===== src/rtl/rr_mux_81.sv =====
`default_nettype none
// ============================================================================
//  Module   : rr_mux_81
//  Brief    : 8:1 round-robin collecting multiplexer. Gathers words from eight
//             request/ack sources into one registered valid/ready output.
//  Revision : 1.0 - initial release
// ============================================================================
module rr_mux_81 #(
    parameter int WIDTH = 8
) (
    input  logic                 clk,
    input  logic                 rst,
    input  logic [7:0]           req,
    input  logic [8*WIDTH-1:0]   din,
    output logic [7:0]           ack,
    output logic                 out_valid,
    output logic [WIDTH-1:0]     out_data,
    output logic [2:0]           out_sel,
    input  logic                 out_ready
);

    localparam int c_NSRC = 8;

    typedef enum logic [0:0] {
        IDLE = 1'b0,
        HOLD = 1'b1
    } state_t;

    state_t           r_state;
    state_t           w_state_nxt;
    logic [2:0]       r_ptr;
    logic [7:0]       r_ack;
    logic [WIDTH-1:0] r_data;
    logic [2:0]       r_sel;

    logic [7:0]       w_elig;
    logic             w_any;
    logic [14:0]      w_dbl;
    logic [7:0]       w_rot;
    logic [2:0]       w_off;
    logic [2:0]       w_g;
    logic             w_grant;
    logic [WIDTH-1:0] w_ch [c_NSRC];

    // Unpack the flattened source bus into one word per channel.
    generate
        for (genvar gi = 0; gi < c_NSRC; gi++) begin : g_unpack
            assign w_ch[gi] = din[gi*WIDTH +: WIDTH];
        end
    endgenerate

    // A source acked this cycle is still presenting the word it just handed
    // over, so it is masked out until it has seen the ack.
    assign w_elig = req & ~r_ack;
    assign w_any  = |w_elig;

    // Rotate the eligible set so that bit 0 corresponds to the pointer; the
    // lowest set bit of the rotated vector is then the offset of the winner.
    assign w_dbl = {w_elig[6:0], w_elig};
    assign w_rot = w_dbl[r_ptr +: 8];

    // Priority-encode the lowest set bit of the rotated eligible vector.
    always_comb begin
        w_off = '0;
        for (int k = c_NSRC - 1; k >= 0; k--) begin
            if (w_rot[k]) begin
                w_off = 3'(k);
            end
        end
    end

    assign w_g = r_ptr + w_off;

    // Next-state and grant decision; out_ready only matters while holding.
    always_comb begin
        w_state_nxt = r_state;
        w_grant     = 1'b0;
        case (r_state)
            IDLE: begin
                if (w_any) begin
                    w_grant     = 1'b1;
                    w_state_nxt = HOLD;
                end
            end
            HOLD: begin
                if (out_ready) begin
                    if (w_any) begin
                        w_grant = 1'b1;
                    end else begin
                        w_state_nxt = IDLE;
                    end
                end
            end
            default: begin
                w_state_nxt = IDLE;
            end
        endcase
    end

    // State register.
    always_ff @(posedge clk or posedge rst) begin
        if (rst) begin
            r_state <= IDLE;
        end else begin
            r_state <= w_state_nxt;
        end
    end

    // Output word, source index, one-cycle ack pulse and round-robin pointer.
    always_ff @(posedge clk or posedge rst) begin
        if (rst) begin
            r_ptr  <= '0;
            r_ack  <= '0;
            r_data <= '0;
            r_sel  <= '0;
        end else begin
            r_ack <= '0;
            if (w_grant) begin
                r_data <= w_ch[w_g];
                r_sel  <= w_g;
                r_ack  <= 8'b1 << w_g;
                r_ptr  <= w_g + 3'd1;
            end
        end
    end

    assign ack       = r_ack;
    assign out_valid = (r_state == HOLD);
    assign out_data  = r_data;
    assign out_sel   = r_sel;

endmodule
`default_nettype wire


===== config.mk =====
export PLATFORM = sky130hd
export DESIGN_NAME = rr_mux_81
export DESIGN_NICKNAME = d
export VERILOG_FILES = /design/src/rtl/rr_mux_81.sv
export SDC_FILE = /design/constraint.sdc
export NUM_CORES = 1
export LEC_CHECK = 0
export ABC_CLOCK_PERIOD_IN_PS = 3990
export CORE_ASPECT_RATIO = 0.9
export CORE_MARGIN = 2
export CORE_UTILIZATION = 40
export CTS_CLUSTER_SIZE = 12
export DETAILED_ROUTE_END_ITERATION = 10
export PLACE_DENSITY_LB_ADDON = 0.15
export SYNTH_ARGS = -nofsm -noshare
export SYNTH_HDL_FRONTEND = slang
export SYNTH_SLANG_ARGS = --single-unit

===== constraint.sdc =====
create_clock -name clk -period 3.99 [get_ports clk]
set_clock_uncertainty 0.2 [all_clocks]
set_input_delay 0.5985 -clock clk [delete_from_list [all_inputs] [get_ports clk]]
set_output_delay 0.5985 -clock clk [all_outputs]
set_load 0.05 [all_outputs]

==> Word level (Yosys, flattened, before mapping) <==
Cells that the tools add are included.
{ "totals": {"ff_bits": 23, "latch_bits": 0, "ramBits": 0, "mem_bits_ro": 0, "out_inout_bits": 20, "word_cells": 32, "memories": 0} }
{ "op_classes": {"addsub": 2, "multipliers": 0, "n_div": 0, "n_lt_le_gt_ge": 1, "n_eq_ne": 0, "n_shift": 2, "n_mux": 17, "n_bitwise": 4, "reduce_logical": 1} }
{ "ops": {"columns": ["operator", "count"], "rows": [
  ["$bmux W8 S3", 1],
  ["$mux W3", 8],
  ["$mux W8", 3],
  ["$shiftx A15 B4 Y8", 1],
  ["$and A8 B8 Y8", 1],
  ["$not A8 Y8", 1],
  ["$reduce_or A8 Y1", 1],
  ["$shl A1 B3 Y8 const A", 1],
  ["$ge A4 B4 Y1 const B", 1],
  ["$not A3 Y4", 1],
  ["$pmux W1 S2", 2],
  ["$add A3 B1 Y3 const B", 1],
  ["$add A3 B3 Y3", 1],
  ["$mux W1", 3],
  ["$not A1 Y1", 1]
]} }

==> Logic depth before layout (Yosys ltp) <==
{ "logic_depth": {"depth_word": 16, "mapped_depth": 17} }

==> Worst setup path before layout <==
OpenSTA, ideal clock, no wires.
{ "synth_timing": {"kind": "reg-to-reg", "startpoint": "register r_ack[5] (netlist: ack[5])", "endpoint": "register r_data[1] (netlist: out_data[1])", "setup_time_ns": 0.133, "arrival_time_ns": 4.001, "t_required_ns": 3.657, "slack_ns": -0.344, "stages_incl_launch_ff": 14, "cell_sequence": "dfrtp_1 -> and4b_1 -> or4_1 -> a221o_1 -> a21oi_1 -> o211ai_1 -> a31oi_1 -> ha_1 -> clkbuf_1 -> buf_1 -> mux4_2 -> nand3_1 -> mux2i_1 -> nand4b_1"} }
{ "synth_between": {"elab_chain_cells": 16, "word_cells_on_any_way": 20, "cone_classes": "add/sub (1); shift (1); mux (14); bitwise (3); reduce/logical (1)"} }
{ "synth_rtl": {"columns": ["element", "line_no", "source"], "rows": [
  ["from (decl)", "32", "logic [7:0] r_ack;"],
  ["from (signal assigned)", "121", "r_ack <= 8'b1 << w_g;"],
  ["$not A8 Y8 *", "54", "assign w_elig = req & ~r_ack;"],
  ["$and A8 B8 Y8 *", "54", null],
  ["$shiftx A15 B4 Y8 *", "60", "assign w_rot = w_dbl[r_ptr +: 8];"],
  ["$mux W3 (7 in series)", "66", "if (w_rot[k]) begin"],
  ["$mux W3 *", "66", null],
  ["$add A3 B3 Y3 *", "72", "assign w_g = r_ptr + w_off;"],
  ["named net w_g[0]", "41", "logic [2:0] w_g;"],
  ["$not A3 Y4 (not written as such) *", "119", "r_data <= w_ch[w_g];"],
  ["$bmux W8 S3 *", "119", null],
  ["$mux W8 (not written as such) * (2 in series)", "119", null],
  ["to (signal assigned)", "119", null],
  ["to (decl)", "33", "logic [WIDTH-1:0] r_data;"]
]} }
Mark *: on every way through the listed nets, which the timed path passes. The rest lies on a longest branch. The select of a mux whose other input is x is not followed.
A chain may end at the register's enable or synchronous reset.

==> Worst setup path in the final report <==
{ "layout_timing": {"startpoint": "register r_ptr[1]", "endpoint": "register r_data[3] (netlist: out_data[3])"} }
{ "layout_between": {"elab_chain_cells": 14} }
{ "layout_rtl": {"columns": ["element", "line_no", "source"], "rows": [
  ["from (decl)", "31", "logic [2:0] r_ptr;"],
  ["from (signal assigned)", "122", "r_ptr <= w_g + 3'd1;"],
  ["$shiftx A15 B4 Y8", "60", null],
  ["$mux W3 (8 in series)", "66", null],
  ["$add A3 B3 Y3 *", "72", null],
  ["$not A3 Y4 (not written as such) *", "119", null],
  ["$bmux W8 S3 *", "119", null],
  ["$mux W8 (not written as such) * (2 in series)", "119", null]
]} }
Every way passes the cells marked *; elsewhere a longest branch is shown, timed or not. The select of a mux whose other input is x is not followed.

==> out/results.ini <==
[global_routing]
grt_max_degree = 25
antenna_found_initial = 0
gr-total-overflow = 0
grt.total_usage_pct = 26.2
grt_pass1_wl_um = 13700
grt_pass1_vias = 2833

[clocking]
clk_latency_ns = 0.28
htreeDepth = 1
cts_tree = yes
cts-root-buf = clkbuf_8
cts_sinks = 23
ctsHoldBuffers = 0
path_clk_slew_ns = 0.09
cts_buffer_depth = 2
cts_buffers = 3

[timing]
period_share_pct = 103
rsz0062_at_grt = yes
hold_violations = 0
period_needed_ns = 4.11
drv_slew = 0
fmax_mhz = 244
whs_ns = 0.303
finalSetupViolCount = 8
tightestPinTransition_ns = 0.897
max_slew_margin_pct = 40.1
fin_ws_ns = -0.115

[final_layout]
area_growth_pct = 78.7
nets = 470
drive_gt1_share_pct = 40.9
diodes = 0
fillers = 399

[detailed_routing]
drt_iter0_drc = 295
drcViolationCount = 0
wl_um = 9000
num_vias = 2842
ant_nets = 0
wl_per_cell_um = 19.5
vias_per_cell = 6.16
first_pass_iters = 5

[critical_path]
path_depth = 15
critPathTopFamily = compound AO/OA/AOI/OAI gates
reg2reg_slack_ns = -0.12
path_max_fanout = 8
crit_start = r_ptr[1]
crit_end = out_data[3]
crit_type = register to register
critPathBufInv = 3
cpPeakStageDelay_ns = 0.58
r2r_start = r_ptr[1]
crit_path_end_kind = register
crit_required_ns = 3.94
r2r_end = out_data[3]
rr_worst_depth = 15
cp_slowest_cell = fa_2
path_cells = buf_6 -> and4b_2 -> o41a_1 -> a221o_1 -> a21oi_2 -> o211ai_1 -> a31oi_1 -> ha_2 -> inv_2 -> fa_2 -> buf_12 -> mux4_2 -> nand3_1 -> mux2i_1 -> nand4b_1
crit_path_start_kind = register
critical_path_arrival_ns = 4.06

[yosys]
synth_top_area_share_pct = 24.2
synth_nets = 303
synthSimpleGateAreaFrac_pct = 32.0
ys_types = 56
synth_common_cells = dfrtp_1, nand2_1, mux4_2
syn_area_um2 = 2380
ys_ff_latch = 23
syn_avg_cell_area_um2 = 10.6
synth_compound_area_share_pct = 12.8
yosys.area_share.adder_pct = 1.89
postSynth.asyncResetShare_pct = 100
muxShareOfSynthArea_pct = 21.3
synth.most_common_cell = dfrtp_1
netlist_instances = 225
synth_top_family_by_area = simple AND/OR/NAND/NOR gates
yosys_warnings = 0
synth_edf_count = 0
yosysTopAreaCell = dfrtp_1
synthTopCellsByArea = dfrtp_1, mux4_2, nand4b_1, mux2i_1, nand3_1
synthFlopType = dfrtp_1
synth_xor_area_share_pct = 1.79
ys_seq_area_share_pct = 24.2

[status]
violations = setup timing
run_status = finished with violations

[floorplan]
die_h_um = 77.2
ios = 95
core_area_um2 = 5730
die_w_um = 85.3
rows = 26
start_util_pct = 41.6
die-area_um2 = 6590

[hold_path]
hold_class = register to register

[place]
hpwl_um = 6000
place_congestion = 0.955
portBuffers = 94

[flow_run]
maxCapViolCount = 0

worst register-to-register path, delay by kind of cell, from the launching register on:
family,cells,cell delay [ns]
flops,1,0.48
simple gates,3,0.56
mux,2,0.40
compound gates,5,1.22
buf+inv,3,0.33
fa+ha+maj,2,0.78
how the worst min path moves through the flow:
stage | start | to | slack (ns) | cells after the start
final | out_sel[1] | out_sel[1] | 0.30 | 2
after global routing | out_sel[2] | out_sel[2] | 0.34 | 2
after CTS | out_sel[1] | out_sel[1] | 0.30 | 2
after detailed placement | out_sel[1] | out_sel[1] | 0.28 | 2
after global placement | out_sel[0] | out_sel[0] | 0.27 | 2
after floorplan | rst | ack[0] | 0.40 | 1
metrics by stage:
stage | setup WS (ns) | utilization [%] | instances | area, um2 | setup TNS [ns]
finish | -0.115 | 74.3 | 461 | 4260 | -0.585
global route | -0.188 | 74.3 | 461 | 4260 | -1.15
CTS | -0.0225 | 72.6 | 455 | 4160 | -0.0483
detailed placement | -0.523 | 66.0 | 422 | 3780 | -6.38
global placement | -0.458 | 66.0 | 422 | 3780 | -5.34
floorplan | 0.0302 | - | 225 | 2430 | 0
cell usage in the layout, fill, tap and decap left out, types with 6 or more instances in the layout:
cell	count
mux2i_1	9
nand3_2	10
nand3_1	6
dfrtp_1	20
dlygate4sd2_1	6
nand2b_1	7
mux4_2	18
clkdlybuf4s50_1	86
buf_4	78
nand4_1	8
nand2_1	19
nand4b_1	16
buf_6	8
cell families (layout without fill, tap and decap cells):
family | Yosys count | in the layout
and+or+nand+nor | 108 | 108
AOI/OAI and AO/OA | 31 | 31
muxes | 28 | 28
buffers and inverters | 28 | 194
DFF | 23 | 23
xor gates and xnor gates | 4 | 4
adders and majority gates | 3 | 3
layout make-up:
class	count	area [um2]	area share, %
clock inverters	1	7.51	0.176
repair buffers	184	1680	39.5
multi-input cells	174	1840	43.2
well taps	70	87.6	2.06
clock buffers	3	41.3	0.970
flip-flops and latches	23	579	13.6
inverters	6	22.5	0.529
sequential cells by signal, indices dropped and copies added, names as in the netlist:
register / count
out_data: 8
out_valid: 1
out_sel: 3
ack: 8
r_ptr: 3
timing repair:
action,4_1_cts,5_1_grt
endpoints found under the setup margin,9,13
pin swaps,12,18
gates resized for setup,36,23
gates cloned,1,0
setup buffers,28,7
layer usage:
metal  global-route usage [%]  wire length, um  share of wire (%)
met3                     5.38              783                8.7
met1                     33.7             3570                 40
met5                        0                0                  0
met2                     42.5             4320                 48
met4                     11.4              327                3.6
Power is left out: the tool's default activity adds up to more than one toggle a clock period on the data nets, which glitch-free logic cannot reach.
==> patch 1: new RTL, same flow settings <==
Change the parameter `WIDTH` from 8 to 6.
--- a/src/rtl/rr_mux_81.sv
+++ b/src/rtl/rr_mux_81.sv
@@ -6,7 +6,7 @@
 //  Revision : 1.0 - initial release
 // ============================================================================
 module rr_mux_81 #(
-    parameter int WIDTH = 8
+    parameter int WIDTH = 6
 ) (
     input  logic                 clk,
     input  logic                 rst,
Interface: changed (resized din and out_data); port bits go from 95 to 77. No check against the original RTL was run, so the function may have changed too.
==> patch 1 against the original RTL <==
  * Sequential cell count is 2 lower
  * Maximum frequency grew 6.7%
  * Utilization down 4.3 points
  * Highest routed layer unchanged
  * Non-clock buffer count fell by 64
  * Final area shrank 26%
  * Critical path depth did not move
  * Wire length is 36% lower
  * Largest cell class unchanged
  * Worst setup slack better by 260 ps
  * Area after synthesis is 20% lower
  * Global-route usage fell by 4.2 points
==> patch 1: results (changes against the original RTL) <==
| Group | Result | This run | Change |
| --- | --- | --- | --- |
| grt | Grt met2 use | 0.370 | -0.0546 |
| yosys | Share of the yosys chip area belonging to registers | 0.275 | +0.0337 |
| cells and area | Fraction of final layout cells sized beyond drive strength 1 | 0.366 | -0.0434 |
| critical path | Stage delay of the slowest cell on the critical path | 510 ps | -70 ps |
| yosys | Cell types with the largest area share after synthesis | dfrtp_1, mux4_2, nand3b_1 |  |
| yosys | Adder-cell share of the synthesized area | 0.0236 | +0.00469 |
| critical path | Flop2flop setup slack | 140 ps | +260 ps |
| drt | Met3 wirelength from detailed routing | 373 µm | -52% |
| grt | Fraction of met1 tracks used by global routing | 0.292 | -0.0449 |
| sta | Transition time at the pin with the least slew margin | 770 ps | -128 ps |
| placed design | Sum of net half-perimeters after detailed placement | 4430 µm | -26% |
| drt | Total routed wirelength | 5720 µm | -36% |
| critical path | Cell type group with the largest total delay on the critical path | simple AND/OR/NAND/NOR gates |  |
| placed design | Number of placed instances, taps included | 336 | -20% |
| cells and area | Total number of nets in the final design | 350 | -26% |
| drt | Wire per inst | 16.4 µm | -16% |
| critical path | Critical path startpoint | r_ptr[2] |  |
| critical path | Endpoint of the worst register-to-register path | out_data[2] |  |
| grt | Overall global routing resource usage | 0.220 | -0.0420 |
| sta | Final-report setup violation count | 0 | -8 |
| drt | Amount of wire on met2 after detailed routing | 2770 µm | -36% |
| grt | Pin count of the biggest net entering global routing | 22 | -12% |
| outcome | Status | finished clean |  |
| grt | Vias in the first global route | 2027 | -28% |
| placed design | Cell Area, Placed | 2950 µm² | -22% |
| yosys | Multiplexer area fraction after synthesis | 0.220 | +0.00685 |
| yosys | Post-synthesis cell type count | 55 | -1.8% |
| critical path | Slowest cell on crit path | dfrtp_1 |  |
| grt | GR Util met3 | 0.0378 | -0.0161 |
| drt | Total iterations of the first detailed-routing run | 4 | -1 |
| yosys | Mean Syn Cell Area | 10.8 µm² | +1.9% |
| grt | First-pass GRT wire length | 9490 µm | -31% |
| drt | Met1 routed wirelength after detailed routing | 2480 µm | -30% |
| clock network | Insertion delay to the later sink of the worst-skew pair | 260 ps | -20 ps |
| sta | Max frequency | 260 MHz | +6.7% |
## patch 1: cell count changes in the layout (fill, tap and decap cells not counted), sizes merged, moves of 5 or more
| cell | change |
|---|---|
| mux2i | -8 |
| o41ai | -8 |
| nand3b | +9 |
| dlymetal6s2s | +5 |
| nand4b | -16 |
| nor4bb | -7 |
| nand2 | -5 |
| nand3 | -11 |
| a31oi | +6 |
| nor2 | +6 |
| buf | -47 |
| clkdlybuf4s50 | -18 |
## patch 1: worst reg2reg max path, delay by kind of cell, from the launching register on
family                   cells  cell delay (ps)
AO/OA/AOI/OAI                3              330
adder cells (fa/ha/maj)      2              640
buffers and inverters        3              440
flip-flops                   1              510
multiplexers                 2              600
AND/OR/NAND/NOR              5             1000
## patch 1: cell type report
| class | instances | share of cell area |
|---|---|---|
| clock inverter | 1 | 0.00237 |
| timing repair buffer | 120 | 0.356 |
| tap | 62 | 0.0245 |
| inverter | 4 | 0.00474 |
| clock buffer | 3 | 0.0130 |
| sequential | 21 | 0.170 |
| multi-input combinational | 138 | 0.430 |
==> patch 2: new RTL, config.mk and constraints unchanged <==
Made on the original files. Make the reset (`rst`) synchronous in 2 clocked blocks.
--- a/src/rtl/rr_mux_81.sv
+++ b/src/rtl/rr_mux_81.sv
@@ -98,7 +98,7 @@
     end
 
     // State register.
-    always_ff @(posedge clk or posedge rst) begin
+    always_ff @(posedge clk) begin
         if (rst) begin
             r_state <= IDLE;
         end else begin
@@ -107,7 +107,7 @@
     end
 
     // Output word, source index, one-cycle ack pulse and round-robin pointer.
-    always_ff @(posedge clk or posedge rst) begin
+    always_ff @(posedge clk) begin
         if (rst) begin
             r_ptr  <= '0;
             r_ack  <= '0;
Behaviour: differs if rst is asserted again (counterexample within 4 cycles, from zero or initial values and one cycle with rst high); with rst held inactive, the same outputs for 10 cycles.
==> patch 2 against the original RTL <==
  * Worst setup slack improved by 150 ps
  * Wire length decreased by 18%
  * Final area decreased by 7.5%
  * Sequential cell count unchanged
  * Global-route usage decreased by 2.1 points
  * Area after synthesis decreased by 6.8%
  * Final cell count decreased by 6.5%
==> patch 2: results (changes against the original RTL) <==
| Group | Result | This run | Change |
| --- | --- | --- | --- |
| cells and area | Final cell count without fillers | 431 | -6.5% |
| yosys | Cell types with the largest area share after synthesis | dfxtp_1, mux4_1, mux4_2 |  |
| critical path | Stage delay of the slowest cell on the critical path | 470 ps | -110 ps |
| outcome | Status | finished clean |  |
| yosys | Multiplexer area fraction after synthesis | 0.214 | +0.00150 |
| drt | Via density | 5.67 | -8.0% |
| critical path | Critical path startpoint | req[7] |  |
| drt | Detailed router's first-iteration violation count | 53 | -82% |
| placed design | Number of placed instances, taps included | 409 | -3.1% |
| critical path | Highest net fanout along the worst path | 3 | -5 |
| yosys | Predominant post-synthesis flop cell | dfxtp_1 |  |
| grt | Grt met2 use | 0.440 | +0.0150 |
| critical path | Timing endpoint of the critical path | out_data[6] |  |
| sta | Final period util | 0.991 | -0.0378 |
| grt | First-pass GRT wire length | 11200 µm | -18% |
| yosys | Share of the yosys chip area belonging to registers | 0.208 | -0.0342 |
| min path | Worst Min Path Start | out_sel[2] |  |
| drt | Met3 wirelength from detailed routing | 375 µm | -52% |
| yosys | Compound-cell area share of the yosys netlist | 0.194 | +0.0658 |
| grt | Vias in the first global route | 2439 | -14% |
| sta | Max transition margin | 0.294 | -0.107 |
| grt | Overall global routing resource usage | 0.241 | -0.0207 |
| placed design | Worst slack at placement | -682 ps | -159 ps |
| placed design | Sum of net half-perimeters after detailed placement | 5380 µm | -10% |
| yosys | Mean Syn Cell Area | 9.82 µm² | -7.2% |
| drt | Met1 routed wirelength after detailed routing | 2950 µm | -18% |
| grt | Pin count of the biggest net entering global routing | 31 | +24% |
[patch 2: changes by cell type in the layout (fill, tap and decap cells not counted), moves of 7 or more]
cell      change
nand4b_1     -15
dfxtp_1      +21
dfrtp_1      -20
nor4_4        +7
mux2i_1       -9
nand4_1       -8
nand3_2      -10
nand2_1       -7
nor2_1       +27
buf_4        -30
[patch 2: layout make-up]
cell class / instances / area (µm²)
clock buffer: 3 / 41.3
clock inverter: 1 / 7.51
fill: 406 / 1380
inverter: 4 / 20.0
multi-input combinational: 179 / 1850
sequential: 23 / 468
tap: 67 / 83.8
timing repair buffer: 154 / 1470
[patch 2: timing repair]
item / in CTS / in global routing
gates resized for setup: 82 / 18
cloned: 2 / 1
setup endpoints to repair: 16 / 11
buffers inserted: 9 / 7
pin swaps: 24 / 16
[patch 2: worst max-delay path, delay by kind of cell]
family,cells,cell delay (ps)
muxes,2,770
buffers and inverters,4,370
AOI/OAI and AO/OA,3,430
and+or+nand+nor,5,1080
adders and majority gates,2,630
